$ cat src/rtl/param_fifo_pkg.sv
// Shared types and helpers for the parametrised single-clock FIFO family.
package param_fifo_pkg;

    typedef enum logic {
        FIFO_MODE_STD  = 1'b0,
        FIFO_MODE_FWFT = 1'b1
    } fifo_mode_e;

    // Pointers carry one extra wrap bit so full and empty can be told apart.
    function automatic int fifo_ptr_w(input int depth_log2);
        return depth_log2 + 1;
    endfunction

endpackage

$ cat src/rtl/fifo_regfile.sv
// FIFO storage array: synchronous write, asynchronous read, contents never reset.
module fifo_regfile #(
    parameter int DATA_BITS  = 10,
    parameter int DEPTH_LOG2 = 4
) (
    input  logic                  clk,
    input  logic                  wr_en,
    input  logic [DEPTH_LOG2-1:0] wr_addr,
    input  logic [DATA_BITS-1:0]  wr_data,
    input  logic [DEPTH_LOG2-1:0] rd_addr,
    output logic [DATA_BITS-1:0]  rd_data
);
    logic [DATA_BITS-1:0] mem_q [2**DEPTH_LOG2];

    always_ff @(posedge clk) begin
        if (wr_en) begin
            mem_q[wr_addr] <= wr_data;
        end
    end

    assign rd_data = mem_q[rd_addr];
endmodule

$ cat src/rtl/param_sync_fifo.sv
// Single-clock parametrised FIFO with optional first-word-fall-through output,
// programmable almost-full/almost-empty levels, occupancy count and sticky error flags.
module param_sync_fifo
    import param_fifo_pkg::*;
#(
    parameter int DATA_BITS  = 10,
    parameter int DEPTH_LOG2 = 4,
    parameter int AF_THRESH  = 12,
    parameter int AE_THRESH  = 2,
    parameter int FWFT       = 0
) (
    input  logic                  clk,
    input  logic                  reset,
    input  logic [DATA_BITS-1:0]  input_data,
    input  logic                  write,
    input  logic                  read,
    input  logic                  clear_err,
    output logic [DATA_BITS-1:0]  output_data,
    output logic                  empty,
    output logic                  full,
    output logic                  almost_empty,
    output logic                  almost_full,
    output logic [DEPTH_LOG2:0]   count,
    output logic                  overflow,
    output logic                  underflow
);
    localparam int DEPTH = 2**DEPTH_LOG2;
    localparam int PTR_W = fifo_ptr_w(DEPTH_LOG2);
    localparam fifo_mode_e MODE = (FWFT != 0) ? FIFO_MODE_FWFT : FIFO_MODE_STD;
    localparam logic [PTR_W-1:0] AF_LVL = PTR_W'(AF_THRESH);
    localparam logic [PTR_W-1:0] AE_LVL = PTR_W'(AE_THRESH);

    if (DEPTH_LOG2 < 1 || DEPTH_LOG2 > 10) begin : g_bad_depth
        $error("param_sync_fifo: DEPTH_LOG2 must be in 1..10");
    end
    if (AF_THRESH < 1 || AF_THRESH > DEPTH) begin : g_bad_af
        $error("param_sync_fifo: AF_THRESH must be in 1..DEPTH");
    end
    if (AE_THRESH < 0 || AE_THRESH > DEPTH - 1) begin : g_bad_ae
        $error("param_sync_fifo: AE_THRESH must be in 0..DEPTH-1");
    end
    if (FWFT != 0 && FWFT != 1) begin : g_bad_fwft
        $error("param_sync_fifo: FWFT must be 0 or 1");
    end

    logic [PTR_W-1:0]     wr_ptr_d, wr_ptr_q;
    logic [PTR_W-1:0]     rd_ptr_d, rd_ptr_q;
    logic                 overflow_d, overflow_q;
    logic                 underflow_d, underflow_q;
    logic                 wr_acc, rd_acc;
    logic [DATA_BITS-1:0] rd_data;

    // Status decode straight from the registered pointers.
    assign count        = wr_ptr_q - rd_ptr_q;
    assign empty        = (wr_ptr_q == rd_ptr_q);
    assign full         = (wr_ptr_q[PTR_W-1] != rd_ptr_q[PTR_W-1]) &&
                          (wr_ptr_q[PTR_W-2:0] == rd_ptr_q[PTR_W-2:0]);
    assign almost_full  = (count >= AF_LVL);
    assign almost_empty = (count <= AE_LVL);
    assign overflow     = overflow_q;
    assign underflow    = underflow_q;

    // Handshake: a write is taken on any edge where write && !full, a read where
    // read && !empty; rejected requests only raise the sticky error flags.
    assign wr_acc = write && !full;
    assign rd_acc = read && !empty;

    always_comb begin
        wr_ptr_d    = wr_ptr_q;
        rd_ptr_d    = rd_ptr_q;
        if (wr_acc) wr_ptr_d = wr_ptr_q + PTR_W'(1);
        if (rd_acc) rd_ptr_d = rd_ptr_q + PTR_W'(1);
        // A fresh error wins over a simultaneous clear.
        overflow_d  = (write && full)  || (overflow_q  && !clear_err);
        underflow_d = (read  && empty) || (underflow_q && !clear_err);
    end

    always_ff @(posedge clk or negedge reset) begin
        if (!reset) begin
            wr_ptr_q    <= '0;
            rd_ptr_q    <= '0;
            overflow_q  <= 1'b0;
            underflow_q <= 1'b0;
        end else begin
            wr_ptr_q    <= wr_ptr_d;
            rd_ptr_q    <= rd_ptr_d;
            overflow_q  <= overflow_d;
            underflow_q <= underflow_d;
        end
    end

    fifo_regfile #(
        .DATA_BITS  (DATA_BITS),
        .DEPTH_LOG2 (DEPTH_LOG2)
    ) u_regfile (
        .clk     (clk),
        .wr_en   (wr_acc),
        .wr_addr (wr_ptr_q[PTR_W-2:0]),
        .wr_data (input_data),
        .rd_addr (rd_ptr_q[PTR_W-2:0]),
        .rd_data (rd_data)
    );

    if (MODE == FIFO_MODE_STD) begin : g_std
        logic [DATA_BITS-1:0] dout_d, dout_q;

        always_comb begin
            dout_d = dout_q;
            if (rd_acc) dout_d = rd_data;
        end

        always_ff @(posedge clk or negedge reset) begin
            if (!reset) dout_q <= '0;
            else        dout_q <= dout_d;
        end

        assign output_data = dout_q;
    end else begin : g_fwft
        // Head of queue is presented continuously; meaningless while empty.
        assign output_data = rd_data;
    end
endmodule

$ cat config.mk
export PLATFORM = sky130hd
export DESIGN_NAME = param_sync_fifo
export DESIGN_NICKNAME = d
export VERILOG_FILES = /design/src/rtl/param_fifo_pkg.sv /design/src/rtl/fifo_regfile.sv /design/src/rtl/param_sync_fifo.sv
export SDC_FILE = /design/constraint.sdc
export NUM_CORES = 1
export LEC_CHECK = 0
export CORE_MARGIN = 1.5
export CORE_UTILIZATION = 58
export DETAILED_ROUTE_END_ITERATION = 12
export PLACE_DENSITY_LB_ADDON = 0.05
export SYNTH_ARGS = -nofsm -noshare
export SYNTH_HDL_FRONTEND = slang
export SYNTH_HIERARCHICAL = 1
export SYNTH_SLANG_ARGS = --single-unit
$ cat constraint.sdc
create_clock -name clk -period 9.2 [get_ports clk]
set_input_delay 0.92 -clock clk [delete_from_list [all_inputs] [get_ports clk]]
set_output_delay 0.92 -clock clk [all_outputs]
set_load 0.1 [all_outputs]
==> qor.csv <==
stage;metric;value;unit
outcome;outcome;complete, no violations;
routing;wl_per_cell;23.1;um
synth;synth.top_cell.area_share;65.9;%
routing;final_antenna_net_count;0;
cts;worst_skew_pair.late_latency;0.42;ns
synth;synth_seq_cells;182;
routing;detailedRoute.firstPassIterationCount;4;
floorplanning;placeableCoreArea;0.0122;mm2
critical_path;critical-path-slowest-cell;clkdlybuf4s50_1;
critical_path;timing.setup.critical_path_class;register to output pin;
routing;drc;0;
placement;hpwlAfterDp;8330;um
synth;postSynth.topFlopCell;edfxtp_1;
flow_run;drv_cap;0;
critical_path;start_kind;register;
synth;synthesis.yosys.warnings;6;
cts;postCtsHoldBufs;0;
routing;vias;3564;
timing;rsz_0062_raised_after_global_routing;no;
floorplanning;die_w;115;um
critical_path;crit_path_cell_trace;buf_4 -> ha_1 -> fa_1 -> or2b_1 -> a21oi_1 -> xnor2_1 -> a2111oi_2 -> clkdlybuf4s50_1;
synth;post-synth-top-count-cell;edfxtp_1;
timing;report.final.setup_viol;0;
cts;clockRootBuffer;clkbuf_16;
floorplanning;std_cell_rows;40;
cts;post-cts-setup-buffer-count;0;
finish;area_growth;14.5;%
global_route;globalRouteTotalUtil;23.0;%
synth;synth_commonest_cells;edfxtp_1 (160), mux4_2 (28), dfrtp_1 (22);
synth;async_flop_share;12.1;%
cts;clkSinkCount;182;
finish;stdcell_count;588;
critical_path;timing.critical_path.slowest_cell_delay;1.19;ns
routing;vias_per_cell;6.06;
synth;postSynthNetCount;383;
finish;antenna_cells;0;
synth;seq_area_frac_synth;73.4;%
global_route;number_of_global_route_vias_before_repair;3703;
global_route;grt_start_max_net_pins;46;
synth;post_synth_inst_count;361;
timing;final.period_utilization;52.6;%
global_route;grt_pass1_wl;21200;um
finish;total_of_fill_cells_in_the_finished_design;803;
critical_path;timing.critical_path.max_delay_family;buffers and inverters;
finish;fraction_of_layout_cells_with_a_size_suffix_above_1;18.6;%
synth;leading_area_contributor_after_synthesis;edfxtp_1;
global_route;grt_remaining_overflow;0;
critical_path;arrival;3.92;ns
cts;ctsLongestPathBuffers;2;
placement;globalplace.congestion;0.750;
timing;slew_viol_final;0;
routing;drt_iter0_drc;238;
timing;max_slew_margin;12.8;%
floorplanning;io-pin-count;36;
critical_path;worst_setup_end_kind;output pin;
finish;final_nets;430;
critical_path;critical_path.n_buffers_inverters;2;
cts;tritoncts_buffers;17;
timing;fmax;0.206;GHz
critical_path;crit_fanout;44;
placement;placed_cells_incl_taps;557;
timing;period_minus_slack;4.84;ns
synth;synth-edff-count;160;
finish;total_area_of_multi_input_combinational_cells;0.00181;mm2
global_route;initial_antenna_violation_count;0;
cts;htreeDepth;4;
synth;post_synth_main_area_contributors;edfxtp_1 (66%), mux4_2 (8.6%), dfrtp_1 (7.5%);
timing;fin_setup_tns;0;ns
critical_path;cp_data_required_time;8.28;ns
floorplanning;die_ar;0.0133;mm2
synth;avgSynthCellArea;20.2;um2
synth;yosysUniqueCellTypes;37;
routing;detail_route.wirelength;13600;um
finish;ff_latch_area;0.00536;mm2
cts;tritoncts_clock_tree;done;
synth;synthesis.area;0.00729;mm2
cts;cts-resized-gates;0;
floorplanning;die_y;115;um
min_path;timing.hold.worst.class;register to register;
floorplanning;initial_standard_cell_utilization_of_the_core;60.0;%
placement;buffer_ports.inserted;35;
cts;clk_pin_slew_worst_paths;0.06;ns
timing;layout_skew;0.00723;ns
timing;worstMarginPinSlew;1.30;ns
timing;report.final.hold_viol_count;0;
[flip-flops by register name, indices dropped and copies added (netlist names)]
signal and count:
u_regfile/mem_q 160, output_data 10, rd_ptr_q 5, wr_ptr_q 5, overflow 1, underflow 1
[placed cells by master, fill, tap and decap left out, drive strengths merged]
cell type and instances:
o21ai 4, buf 6, dfrtp 22, inv 9
edfxtp 160, nand2 16, nand4 2, nand2b 2
nand3b 2, bufinv 2, nand3 4, xnor2 11
nor2 18, a221oi 1, and2 1, nor2b 3
a2111oi 1, ha 6, and4 1, a22oi 20
clkinvlp 3, or2b 1, nor3 4, fa 1
clkinv 7, a21oi 3, mux4 40, xor2 2
clkbuf 19, a21o 1, a21boi 1, clkdlybuf4s50 35
or3b 1, mux2 11
[logic make-up after synthesis]
kind of cell               after synthesis  share of synthesized area (%)
muxes                                   51                           15.1
AOI/OAI and AO/OA                       31                           3.23
and+or+nand+nor                         55                           3.55
DFF                                    182                           73.4
xor gates and xnor gates                13                           1.66
buffers and inverters                   22                           1.75
adders and majority gates                7                           1.30
[area by class of cell]
type                    instances  share of cell area [%]
well taps                     168                    2.52
inverters                       9                   0.404
flip-flops and latches        182                    64.1
clock buffers                  19                    5.18
repair buffers                 41                    4.73
multi-input cells             157                    21.7
clock inverters                12                    1.35
[path summary, 6_finish.rpt]
kind	start	end	slack [ns]	cells after the start
max	rd_ptr_q[0]	almost_empty	4.36	8
min	output_data[2]	output_data[2]	0.51	1
max reg2reg	rd_ptr_q[0]	u_regfile/mem_q[2][8]	5.18	6
min reg2reg	output_data[2]	output_data[2]	0.51	1
max in group asynchronous	reset	rd_ptr_q[0]	7.51	1
min in group asynchronous	reset	output_data[9]	1.03	1
[stage by stage]
step	hold WS [ns]	instance area [um2]	util, %	setup slack [ns]
final	0.512	8350	68.7	4.36
after detailed placement	0.497	7810	64.2	4.76
after global placement	0.495	7810	64.2	4.80
after CTS	0.511	8350	68.7	4.30
after floorplan	0.531	7290	-	3.96
after global routing	0.526	8350	68.7	4.14
[routing by layer]
layer	track usage [%]	share of wire [%]
met5	0	0
met4	8.48	1.3
met3	5.69	6.2
met2	36.5	49
met1	31.6	44
Power is not shown: default switching activity piles up to over one toggle a cycle in this logic, so the estimate is an artifact.
